File: src/rtl/add_sub_accumulator.sv
// Accumulator sequencer around an external 8-bit adder/subtractor: one LOAD/ADD/SUB/CLR per Start.
// Optional clamping of signed overflow is enabled by defining ACC_SATURATE_EN.
//
// state | meaning
// IDLE  | waiting for Start; Sub/InB hold their last values
// EXEC  | InA/InB stable so the external AddSubResult settles
// WRITE | result committed at the closing edge, Done pulses after it
module add_sub_accumulator #(
  parameter int                 WIDTH    = 8,
  parameter logic [WIDTH-1:0]   ACC_INIT = '0
) (
  input  logic             Clock,
  input  logic             nReset,
  input  logic             Start,
  input  logic [1:0]       Op,
  input  logic [WIDTH-1:0] Data,
  output logic             Busy,
  output logic             Done,
  output logic [WIDTH-1:0] Acc,
  output logic             Zero,
  output logic             Negative,
  output logic             Overflow,
  output logic             Sub,
  output logic [WIDTH-1:0] InA,
  output logic [WIDTH-1:0] InB,
  input  logic [WIDTH-1:0] AddSubResult
);

  localparam logic [1:0] ST_IDLE  = 2'd0;
  localparam logic [1:0] ST_EXEC  = 2'd1;
  localparam logic [1:0] ST_WRITE = 2'd2;

  localparam logic [1:0] OP_LOAD = 2'd0;
  localparam logic [1:0] OP_ADD  = 2'd1;
  localparam logic [1:0] OP_SUB  = 2'd2;
  localparam logic [1:0] OP_CLR  = 2'd3;

  logic [1:0]       state;
  logic [1:0]       op_q;
  logic [WIDTH-1:0] acc_q;
  logic [WIDTH-1:0] opnd_q;
  logic             sub_q;
  logic             done_q;
  logic             ovf_q;
  logic             accept;
  logic             ovf_now;
  logic [WIDTH-1:0] wr_val;

  // The completing edge doubles as an acceptance edge, so a held Start gives
  // a new command every two cycles.
  assign accept = Start && ((state == ST_IDLE) || (state == ST_WRITE));

  always_comb begin
    ovf_now = 1'b0;
    if (op_q == OP_ADD)
      ovf_now = (acc_q[WIDTH-1] == opnd_q[WIDTH-1]) && (AddSubResult[WIDTH-1] != acc_q[WIDTH-1]);
    else if (op_q == OP_SUB)
      ovf_now = (acc_q[WIDTH-1] != opnd_q[WIDTH-1]) && (AddSubResult[WIDTH-1] != acc_q[WIDTH-1]);
    wr_val = AddSubResult;
`ifdef ACC_SATURATE_EN
    if (ovf_now)
      wr_val = {acc_q[WIDTH-1], {(WIDTH-1){~acc_q[WIDTH-1]}}};
`else
`endif
  end

  always_ff @(posedge Clock or negedge nReset) begin
    if (!nReset) begin
      state  <= ST_IDLE;
      op_q   <= OP_LOAD;
      acc_q  <= ACC_INIT;
      opnd_q <= '0;
      sub_q  <= 1'b0;
      done_q <= 1'b0;
      ovf_q  <= 1'b0;
    end else begin
      done_q <= 1'b0;
      if (accept) begin
        op_q   <= Op;
        opnd_q <= Data;
        sub_q  <= (Op == OP_SUB);
      end
      case (state)
        ST_IDLE: begin
          if (accept)
            state <= ST_EXEC;
        end
        ST_EXEC: begin
          state <= ST_WRITE;
        end
        ST_WRITE: begin
          case (op_q)
            OP_LOAD: begin
              acc_q <= opnd_q;
              ovf_q <= 1'b0;
            end
            OP_ADD, OP_SUB: begin
              acc_q <= wr_val;
              ovf_q <= ovf_now;
            end
            default: begin
              acc_q <= ACC_INIT;
              ovf_q <= 1'b0;
            end
          endcase
          done_q <= 1'b1;
          state  <= accept ? ST_EXEC : ST_IDLE;
        end
        default: begin
          state <= ST_IDLE;
        end
      endcase
    end
  end

  assign Busy     = (state != ST_IDLE);
  assign Done     = done_q;
  assign Acc      = acc_q;
  assign Zero     = (acc_q == '0);
  assign Negative = acc_q[WIDTH-1];
  assign Overflow = ovf_q;
  assign Sub      = sub_q;
  assign InA      = acc_q;
  assign InB      = opnd_q;

endmodule

File: config.mk
export PLATFORM = sky130hd
export DESIGN_NAME = add_sub_accumulator
export DESIGN_NICKNAME = d
export VERILOG_FILES = /design/src/rtl/add_sub_accumulator.sv
export SDC_FILE = /design/constraint.sdc
export NUM_CORES = 1
export LEC_CHECK = 0
export ABC_AREA = 1
export BUFFER_PORTS_ARGS = -buffer_cell sky130_fd_sc_hd__buf_2
export CORE_UTILIZATION = 34
export CTS_CLUSTER_DIAMETER = 200
export DETAILED_ROUTE_END_ITERATION = 8
export PLACE_DENSITY = 0.73
export SLEW_MARGIN = 20
export SYNTH_ARGS = -nofsm -noshare
export SYNTH_HDL_FRONTEND = slang
export SYNTH_SLANG_ARGS = --single-unit
export TNS_END_PERCENT = 50
File: constraint.sdc
create_clock -name Clock -period 1.2 [get_ports Clock]
set_clock_uncertainty 0.1 [all_clocks]
set_input_delay 0.18 -clock Clock [delete_from_list [all_inputs] [get_ports Clock]]
set_output_delay 0.18 -clock Clock [all_outputs]
set_load 0.005 [all_outputs]
==> results of run 1 <==
==> stage by stage <==
step | std cells | total power [W] | hold WS [ps] | TNS, ps
finish | 268 | 0.00250 | 6.82 | -1390
global route | 268 | 0.00273 | 9.51 | -2420
CTS | 257 | 0.00226 | 2.93 | -1050
detailed placement | 243 | 0.00185 | 75.0 | -820
global placement | 243 | 0.00183 | 70.3 | -674
floorplan | 151 | 0.00159 | -216 | -11.0
==> Yosys cell counts <==
master	number
o21ai_0	13
o21ai_2	8
dfrtp_1	23
buf_2	2
nand3_1	2
ha_1	4
nor2_1	8
clkbuf_8	1
or2_1	1
buf_6	1
inv_1	21
inv_2	2
buf_4	9
nand2_1	56
==> timing repair <==
item	4_1_cts	5_1_grt
pin swaps	6	12
endpoints found under the setup margin	14	37
hold buffers	10	0
gates resized for setup	2	31
buffers inserted	2	11
endpoints found under the hold margin	33	0
==> critical path, stage by stage, from the launching register on <==
cell and delay (ps):
dfrtp_1 420, nor2_1 110, nand2_1 60, nor2_1 90
buf_2 110
==> layout make-up <==
type | instances | area share
well taps | 46 | 0.0320
repair buffers | 80 | 0.308
inverters | 23 | 0.0494
clock buffers | 3 | 0.0125
flip-flops and latches | 23 | 0.321
clock inverters | 1 | 0.00278
multi-input cells | 92 | 0.275
==> final timing paths <==
check | start | end | cells after the start
min in group asynchronous | nReset | Acc[2] | 2
worst max-delay path | Acc[3] | Zero | 4
worst min-delay path | Data[6] | InB[6] | 3
worst min register to register | state[1] | state[1] | 1
max in group asynchronous | nReset | Acc[7] | 2
worst max register to register | op_q[1] | Acc[4] | 7
==> power breakdown <==
group	switching (W)	internal [W]	total, W	leakage, nW
Clock	0.000239	0.000125	0.000363	0.0177
Sequential	0.000117	0.000912	0.00103	0.289
Combinational	0.000497	0.000606	0.00110	0.700
==> per-layer routing <==
metal / share of wire / track usage
met5: 0 / 0
met4: 0.014 / 0.0667
met3: 0.035 / 0.0252
met2: 0.48 / 0.260
met1: 0.47 / 0.194
==> logic make-up after synthesis <==
| logic type | after synthesis | synth area share |
|---|---|---|
| AOI/OAI and AO/OA | 21 | 0.112 |
| adders and majority gates | 4 | 0.0415 |
| buffers and inverters | 36 | 0.157 |
| DFF | 23 | 0.477 |
| and+or+nand+nor | 67 | 0.213 |
==> sequential cells by signal, summed over array words and instances (netlist names) <==
signal    count
Acc           8
InB           8
op_q          2
Sub           1
Overflow      1
state         2
Done          1
==> metrics.yaml, run 1 <==
placed_design:
  io_buffer_count: 50
  hpwl_microns: 1950
  placed_area_sq_um: 1510
  gp_congestion: 0.739
  post-place-ws_ps: -113
cts:
  cts.htree.levels: 1
  clockBufferDepth: 2
  cts_tree: "built"
  path_clk_slew_ps: 130
  cts_root_buf: "clkbuf_4"
  clock_latency_ps: 310
  cts_buffers: 3
  clock_sinks: 23
grt:
  antenna_found_initial: 0
  grt_use_total: 0.154
  grt_pass1_wl_microns: 4130
  grt_start_max_net_pins: 24
  grt_pass1_vias: 947
  overflow: 0
synthesis:
  ys_ff_latch: 23
  ys_types: 14
  synthCells: 151
  yosysWarningCount: 0
  synthesis.nets: 176
  synth_area_leader_cell: "dfrtp_1"
  synth_area_sq_um: 1210
  yosysSeqAreaShare: 0.477
  synth.top_cell.area_share: 0.477
  synth.avg_cell_area_sq_um: 7.99
  synthTopCellsByArea: "dfrtp_1 (48%), nand2_1 (17%), inv_1 (6.5%)"
detailed_routing:
  ant_nets: 0
  drt-wirelength-per-cell_microns: 10.1
  dr.first_iter.drc_count: 15
  routed_wl_microns: 2720
  drt-pass1-iter-count: 4
  drc: 0
  vias_per_cell: 4.18
  num_vias: 1121
critical_path:
  critical_path_required_ps: 920
  cp_max_fo: 4
  crit_type: "reg -> out"
  start_kind: "register"
  r2r_setup_slack_ps: -150
  end_kind: "output pin"
  cp_data_arrival_time_ps: 1110
timing:
  slew-limit-headroom: 0.660
  hold_viol_final: 0
  period_needed_ps: 1390
  setup_violations: 14
  slew_viol_final: 0
  fmax_mhz: 722
  worst_slack_ps: -185
  rsz0062_at_grt: "yes"
  worstMarginPinSlew_ps: 510
  fin_crit_sh: 1.15
die:
  fp.dieW_microns: 61.6
  die_h_microns: 61.6
  initial_utilization: 0.359
  io_pins: 51
  core_area_sq_um: 3360
  dieArea_sq_um: 3790
  rows: 21
cells_and_area:
  multi_input_area_sq_um: 494
  diodes: 0
  syn_to_final_growth_pct: 49.2
  final_cell_mix: "nand2_1 (47), buf_2 (47), dfrtp_1 (22)"
  drive_gt1_frac: 0.468
  fillers: 338
  final_core_util: 0.535
  fin_nets: 248
  final_area_sq_um: 1800
  ff_latch_area_sq_um: 577
pwr:
  leakage_nw: 1.01
  ir_drop_uv: 508
  p_per_area_nw_per_um2: 1390
run_status:
  violations: "setup timing"
  status: "finished, violations left"
min_path:
  hold_class: "in -> reg"
run:
  max-cap-violations: 0
No activity file was read; power rests on OpenSTA's default activity.
==> run 2: changes to the inputs <==
--- a/config.mk
+++ b/config.mk
@@ -5,12 +5,11 @@
 export SDC_FILE = /design/constraint.sdc
 export NUM_CORES = 1
 export LEC_CHECK = 0
-export ABC_AREA = 1
 export BUFFER_PORTS_ARGS = -buffer_cell sky130_fd_sc_hd__buf_2
 export CORE_UTILIZATION = 34
 export CTS_CLUSTER_DIAMETER = 200
 export DETAILED_ROUTE_END_ITERATION = 8
-export PLACE_DENSITY = 0.73
+export PLACE_DENSITY = 0.75
 export SLEW_MARGIN = 20
 export SYNTH_ARGS = -nofsm -noshare
 export SYNTH_HDL_FRONTEND = slang
==> metrics.yaml, run 2 <==
timing:
  slew-limit-headroom: 0.659  # -0.000900
  rsz0062_at_grt: "yes"
  period_needed_ps: 1740  # +353 ps
  setup_violations: 37  # +23
  fmax_mhz: 575  # -20%
  final.setup.tns_ps: -3040  # -1650 ps
  holdWs_ps: 22.4  # +15.6 ps
  worst_slack_ps: -538  # -353 ps
  fin_crit_sh: 1.45  # +0.294
  slew_viol_final: 0  # unchanged
  worstMarginPinSlew_ps: 512  # +1.35 ps
  hold_viol_final: 0  # unchanged
cts:
  cts_buffers: 3  # unchanged
  path_clk_slew_ps: 130  # about the same
  cts_tree: "built"
  cts.htree.levels: 1  # unchanged
  clock_sinks: 23  # unchanged
  cts_root_buf: "clkbuf_4"
  clockBufferDepth: 2  # unchanged
  clock_latency_ps: 310  # about the same
die:
  fp.dieW_microns: 59.3  # -3.7%
  initial_utilization: 0.363  # +0.00397
  rows: 20  # -4.8%
  core_area_sq_um: 3080  # -8.5%
  dieArea_sq_um: 3520  # -7.2%
  io_pins: 51  # unchanged
  die_h_microns: 59.3  # -3.7%
grt:
  antenna_found_initial: 0  # unchanged
  grt_pass1_wl_microns: 4610  # +12%
  grt_start_max_net_pins: 24  # unchanged
  grt_use_total: 0.181  # +0.0268
  overflow: 0  # unchanged
  grt_pass1_vias: 1016  # +7.3%
critical_path:
  cp_max_fo: 2  # -2
  start_kind: "register"
  crit_type: "reg -> out"
  end_kind: "output pin"
  critical_path_required_ps: 920  # about the same
  slowest_delay_ps: 530  # +110 ps
  cpMaxStageDelayCell: "or4_4"
  crit_chain: "or4_4 -> nor2_2 -> buf_2"
  cp_data_arrival_time_ps: 1460  # +350 ps
cells_and_area:
  layout_commonest_cell: "buf_2"
  final_cell_mix: "buf_2 (35), buf_6 (29), dfrtp_1 (21)"
  fin_nets: 198  # -20%
  drive_gt1_frac: 0.674  # +0.206
  final_cells: 216  # -19%
  diodes: 0  # unchanged
  syn_to_final_growth_pct: 72.5
synthesis:
  synth-edff-count: 0  # unchanged
  yosysWarningCount: 0  # unchanged
  synth_area_sq_um: 1120  # -7.5%
  synth_ff_type: "dfrtp_1"
  ys_ff_latch: 23  # unchanged
  synthesis.nets: 124  # -30%
  synth.avg_cell_area_sq_um: 11.3  # +41%
  synthTopCellsByCount: "dfrtp_1 (23), nand2_1 (12), buf_4 (10)"
  synth.top_cell.area_share: 0.516  # +0.0385
  ys_async_sr_fraction: 1.00  # unchanged
  synth_area_leader_cell: "dfrtp_1"
  synthCells: 99  # -34%
  yosysMostFrequentCell: "dfrtp_1"
  synthTopCellsByArea: "dfrtp_1 (52%), buf_4 (6.7%), a22oi_1 (5.4%)"
  ys_types: 24  # +10
  yosysSeqAreaShare: 0.516  # +0.0385
detailed_routing:
  drt-wirelength-per-cell_microns: 13.6  # +34%
  vias_per_cell: 4.54  # +8.5%
  drc: 0  # unchanged
  routed_wl_microns: 2930  # +7.9%
  drt-pass1-iter-count: 4  # unchanged
  ant_nets: 0  # unchanged
  dr.first_iter.drc_count: 9  # -6
  num_vias: 980  # -13%
min_path:
  hold_class: "in -> reg"
run_status:
  violations: "setup timing"
  status: "finished, violations left"
placed_design:
  gp_congestion: 0.857  # +16%
  io_buffer_count: 50  # unchanged
  post-place-ws_ps: -163  # -50.5 ps
  dp_cells: 192  # -21%
run:
  max-cap-violations: 0  # unchanged
pwr:
  p_total_w: 0.00282  # +13%
  p_per_area_nw_per_um2: 1460  # +5.5%
  ir_drop_uv: 773  # +52%
  leakage_nw: 0.936  # -7.1%
[run 2: cell count changes after synthesis, sizes merged, moves of 2 or more]
cell	previous run	this run
o21ai	21	11
nand2	56	12
xor2	0	2
inv	23	4
buf	12	14
nor2b	0	3
nor2	8	1
mux2	0	8
nand3	2	0
or4	0	2
a22oi	0	8
[run 2: worst max-delay path, delay by kind of cell (launching register included)]
| kind | cells | cell delay, ps |
|---|---|---|
| flops | 1 | 430 |
| simple gates | 2 | 610 |
| buf+inv | 1 | 110 |
[run 2: timing repair]
item | in CTS | in global routing
setup endpoints to repair | 39 | 45
pin swaps | 4 | 9
endpoints found under the hold margin | 29 | 3
setup buffers | 7 | 2
gates resized for setup | 43 | 20
cloned | 1 | 0
hold buffers | 7 | 3
[run 2: stage by stage]
step,instance area (sq um),utilization
final,1930,0.626
after global routing,1930,0.626
after global placement,1460,0.475
after floorplan,1170,-
after detailed placement,1460,0.475
after CTS,1800,0.585
[run 2: kinds of logic (layout without fill, tap and decap cells)]
group | Yosys count | in the layout | synth area share
AO/OA/AOI/OAI | 20 | 20 | 0.114
XOR/XNOR | 2 | 2 | 0.0157
adder cells (fa/ha/maj) | 4 | 4 | 0.0448
buffers and inverters | 19 | 92 | 0.105
flip-flops | 23 | 23 | 0.516
multiplexers | 9 | 9 | 0.0998
AND/OR/NAND/NOR | 22 | 22 | 0.104
[run 2: layout make-up]
cell class | count | area [sq um]
sequential | 23 | 578
clock buffer | 4 | 26.3
timing repair buffer | 84 | 677
fill | 254 | 1150
inverter | 4 | 17.5
tap | 44 | 55.1
multi-input combinational | 57 | 572
[run 2: final timing paths]
check                               from  endpoint  slack [ps]  depth (start not counted)
worst max-delay path              Acc[7]      Zero        -540                          3
worst min-delay path               Op[1]   op_q[1]          20                          3
worst max register to register   op_q[0]    Acc[6]        -130                          5
worst min register to register  Overflow  Overflow         410                          2
max in group asynchronous         nReset    Acc[7]         360                          2
min in group asynchronous         nReset  state[0]         270                          2
[run 2: where the power goes]
| group | internal [W] | total [W] | switching (W) |
|---|---|---|---|
| clock network | 0.000130 | 0.000359 | 0.000229 |
| registers | 0.000921 | 0.00104 | 0.000118 |
| logic | 0.000888 | 0.00142 | 0.000532 |
| total | 0.00194 | 0.00282 | 0.000879 |
[run 2: layer usage]
metal | up-vias | track usage | wire length, microns
li1 | 472 | - | -
met5 | - | 0 | 0
met1 | 459 | 0.206 | 1180
met2 | 41 | 0.327 | 1550
met4 | 0 | 0.0850 | 68
met3 | 8 | 0.0284 | 130
